## src/rtl/decoder_2to4.sv

```systemverilog
// rtl/decoder_2to4.sv - registered 2-to-4 one-hot decoder with enable
// Optional saturating per-line hit counters: define DECODER_2TO4_HIT_CNT_EN.
module decoder_2to4 #(
   parameter int CNT_W = 8
) (
   input  logic               clk,
   input  logic               rst_n,
   input  logic [1:0]         A,
   input  logic               E,
   output logic [3:0]         Y,
   output logic               y_vld,
   output logic [4*CNT_W-1:0] hit_cnt
);

   logic [3:0] dec;

   // Gating on E here keeps Y at zero even if A is unknown while disabled.
   always_comb begin
      dec = 4'b0000;
      if (E) begin
         case (A)
            2'b00:   dec = 4'b0001;
            2'b01:   dec = 4'b0010;
            2'b10:   dec = 4'b0100;
            2'b11:   dec = 4'b1000;
            default: dec = 4'b0000;
         endcase
      end
   end

   always_ff @(posedge clk) begin
      if (!rst_n) begin
         Y     <= 4'b0000;
         y_vld <= 1'b0;
      end else begin
         Y     <= dec;
         y_vld <= E;
      end
   end

`ifdef DECODER_2TO4_HIT_CNT_EN
   // The one-hot decode guarantees at most one counter advances per cycle.
   for (genvar i = 0; i < 4; i++) begin : g_cnt
      logic [CNT_W-1:0] cnt;

      always_ff @(posedge clk) begin
         if (!rst_n) begin
            cnt <= '0;
         end else if (dec[i] && (cnt != {CNT_W{1'b1}})) begin
            cnt <= cnt + 1'b1;
         end
      end

      assign hit_cnt[i*CNT_W +: CNT_W] = cnt;
   end
`else
   assign hit_cnt = '0;
`endif

endmodule

```

## config.mk

```make
export PLATFORM = sky130hd
export DESIGN_NAME = decoder_2to4
export DESIGN_NICKNAME = d
export VERILOG_FILES = /design/src/rtl/decoder_2to4.sv
export SDC_FILE = /design/constraint.sdc
export NUM_CORES = 1
export LEC_CHECK = 0
export BUFFER_PORTS_ARGS = -buffer_cell sky130_fd_sc_hd__buf_2
export CORE_AREA = 2 2 39 41
export CTS_CLUSTER_SIZE = 10
export DETAILED_ROUTE_END_ITERATION = 10
export DIE_AREA = 0 0 41 43
export PLACE_DENSITY = 0.7
export SLEW_MARGIN = 20
export SYNTH_ARGS = -nofsm -noshare
export SYNTH_HDL_FRONTEND = slang
export SYNTH_SLANG_ARGS = --single-unit
```

## constraint.sdc

```tcl
create_clock -name clk -period 0.8 [get_ports clk]
set_clock_uncertainty 0.2 [all_clocks]
set_input_delay 0.16 -clock clk [delete_from_list [all_inputs] [get_ports clk]]
set_output_delay 0.16 -clock clk [all_outputs]
set_load 0.005 [all_outputs]
```

# ---- Word level (Yosys, flattened, before mapping)
# Index checks and enable logic that the tools add are counted.
dict set report totals {
  reg_bits 5
  inputBits 5
  output_inout_bits 37
  word_cells 8
}
dict set report op_classes {
  eq_ne 3
  mux 1
  n_reduce_logical 2
}
# operator n
set ops {}
lappend ops {{4-bit one-hot mux with 4 select lines} 1}
lappend ops {{2-bit equality test (second input constant)} 2}
lappend ops {{2-bit by 1-bit equality test with 1-bit output (second input constant)} 1}
lappend ops {{2-bit logical NOT} 1}
lappend ops {{2-bit AND reduction} 1}

# ---- Longest topological paths before layout
dict set report logic_depth {
  word_depth 2
  depth_mapped 1
  depth_no_buf 1
}

# ---- Least setup slack after synthesis
# Ideal clock, no wire load.
dict set report synth_timing {
  path_type {register -> output}
  start {register Y[0]}
  end {output Y[0]}
  arrival_time_ns 0.298
  required_time_ns 0.440
  path_slack_ns 0.142
  path_stages_with_launch 1
  n_path_buf 0
  cell_sequence {dfxtp_1}
}
# element line_no
set synth_rtl {}
lappend synth_rtl {{from (decl)} 10} ;# output logic [3:0] Y,
lappend synth_rtl {{from (signal assigned)} 33} ;# Y <= 4'b0000;
lappend synth_rtl {{from (signal assigned)} 36} ;# Y <= dec;
# No word-level cell between the ends.

# ---- Worst setup path after layout
dict set report layout_timing {
  start {register y_vld}
  end {output y_vld}
}
# element line_no
set layout_rtl {}
lappend layout_rtl {{from (decl)} 11} ;# output logic y_vld,
lappend layout_rtl {{from (signal assigned)} 34} ;# y_vld <= 1'b0;
lappend layout_rtl {{from (signal assigned)} 37} ;# y_vld <= E;
# No word-level cell between the ends.

==> impl_metrics.ini <==
[drt]
wl_um = 449
drtIter0Drc = 0
ant_nets = 0
via_per_inst = 2.97
drcViolationCount = 0
drtPass1Iterations = 1
routedWlPerCell_um = 6.32
num_vias = 211

[power_and_ir_drop]
leakage_nw = 0.229
power_density_nw_per_um2 = 1670
peakVddDrop_v = 0.000212

[synthesis]
synth_seq_cells = 5
syn_avg_cell_area_um2 = 9.11
synth_edf_count = 0
ys_top_cells_by_count = buf_4, dfxtp_1, and4b_1
ys.flop_type = dfxtp_1
ys_seq_area_share_pct = 25.6
synth_top_area_share_pct = 61.3
syn_inst = 43
yosysMostFrequentCell = buf_4
synth_area_um2 = 392
synth_top_area_cell = buf_4
netlist_top_cells_area = buf_4, dfxtp_1, and4b_1, and4bb_1, and4_1
async_flop_share_pct = 0
synth_cell_types = 7
synth_warnings = 0

[die]
rows = 14
dieArea_um2 = 1760
die_y_um = 43
start_util_pct = 28.3
num_io_pins = 42
dieWidth_um = 41
coreArea_um2 = 1380

[global_route]
grt_first_pass_wirelength_um = 496
grt_max_degree = 6
track_usage_pct = 4.70
antenna_found_initial = 0
grt_pass1_vias = 139
grt_overflow = 0

[cts]
path_clk_slew_ns = 0.04
numCtsBuffers = 3
cts_tree = done
clock_sinks = 5
clockBufferDepth = 2
post_cts_buffers = 0
cts-root-buf = clkbuf_4
cts_max_level = 1

[timing]
max_freq_ghz = 0.984
rsz0062_at_grt = true
setup_viol = 5
hold_violations = 1
min_period_ns = 1.02
worst_slack_ns = -0.216
fin_tns_setup_ns = -1.03
timing.final.max_slew_violations = 0
whs_ns = -0.0337
finalCritPeriodShare_pct = 127

[placed_design]
post-dp-hpwl_um = 363
place.port_buffers = 9
place.gp.congestion = 0.532
placed_cell_area_um2 = 333

[critical_path]
max_stage_delay_ns = 0.31
start_kind = register
critPathKind = register to primary output
path_buf_inv = 1
slowest_stage = dfxtp_2
cpLargestDelayFamily = flip-flops
required_ns = 0.44
cp-end-kind = primary output
crit_chain = buf_6
crit_arrival_ns = 0.66
crit_fanout = 1

[status]
violations = negative hold slack, negative setup slack
status = finished, violations left

[flow_run]
drv_cap = 0

[cells_and_area]
layout.nets = 61
fin_area_um2 = 374
syn2layout_area_growth_pct = -4.47
nFillCells = 154
antenna_cells = 0
drive_gt1_share_pct = 25.5

[hold_path]
hp-class = input port to register
-- flip-flops by register name, indices dropped and copies added, names as in the netlist --
register,count
Y,4
y_vld,1
-- layout by cell type (no fill, tap or decap) --
| cell | instances |
|---|---|
| conb_1 | 32 |
| buf_2 | 7 |
| dfxtp_1 | 3 |
| clkbuf_4 | 3 |
| dfxtp_2 | 2 |
| and4b_1 | 2 |
| buf_6 | 2 |
| and4bb_1 | 1 |
| and2_1 | 1 |
| and4_1 | 1 |
| clkbuf_1 | 1 |
-- power breakdown --
part,total (W),switching (W),internal (W),leakage [nW]
registers,0.000262,0.00000259,0.000259,0.0416
logic,0.0000728,0.0000500,0.0000227,0.173
clock network,0.000291,0.000103,0.000188,0.0150
-- metrics by stage --
stage / utilization [%] / worst slack, ns / hold WS, ns / instances / total power, W
floorplan: - / 0.142 / 0.0817 / 74 / 0.000419
global placement: 24.1 / 0.0101 / 0.203 / 67 / 0.000328
detailed placement: 24.1 / 0.000165 / 0.213 / 67 / 0.000329
CTS: 25.9 / -0.220 / -0.0419 / 71 / 0.000628
global route: 27.0 / -0.245 / -0.0197 / 71 / 0.000670
finish: 27.0 / -0.216 / -0.0337 / 71 / 0.000626
-- timing repair --
item	CTS	global route
cloned	0	0
setup endpoints to repair	5	5
gates resized for setup	0	4
endpoints found under the hold margin	1	1
-- cell families (layout without fill, tap and decap cells) --
group         count (synthesis)  after routing  share of synthesized area (%)
flops                         5              5                           25.6
simple gates                  5              5                           12.1
buf+inv                      32             13                           61.3
other cells                   1             32                          0.958
-- final timing paths --
kind  cells after the start        startpoint  slack (ns)          endpoint
min                       2             rst_n       -0.03  y_vld$_SDFF_PN0_
max                       1  y_vld$_SDFF_PN0_       -0.22             y_vld
-- metal layers --
layer	up-vias	GRT usage [%]	part of all wire, %
li1	97	-	-
met1	90	4.11	27
met2	22	5.94	49
met3	2	0	20
met4	0	10.0	3.1
met5	-	0	0
-- layout make-up --
class	instances	area (µm²)	share of cell area (%)
multi-input cells	37	168	44.8
repair buffers	9	57.6	15.4
clock buffers	4	26.3	7.02
flip-flops and latches	5	103	27.4
well taps	16	20.0	5.35
Power figures use the tool's default switching activity.
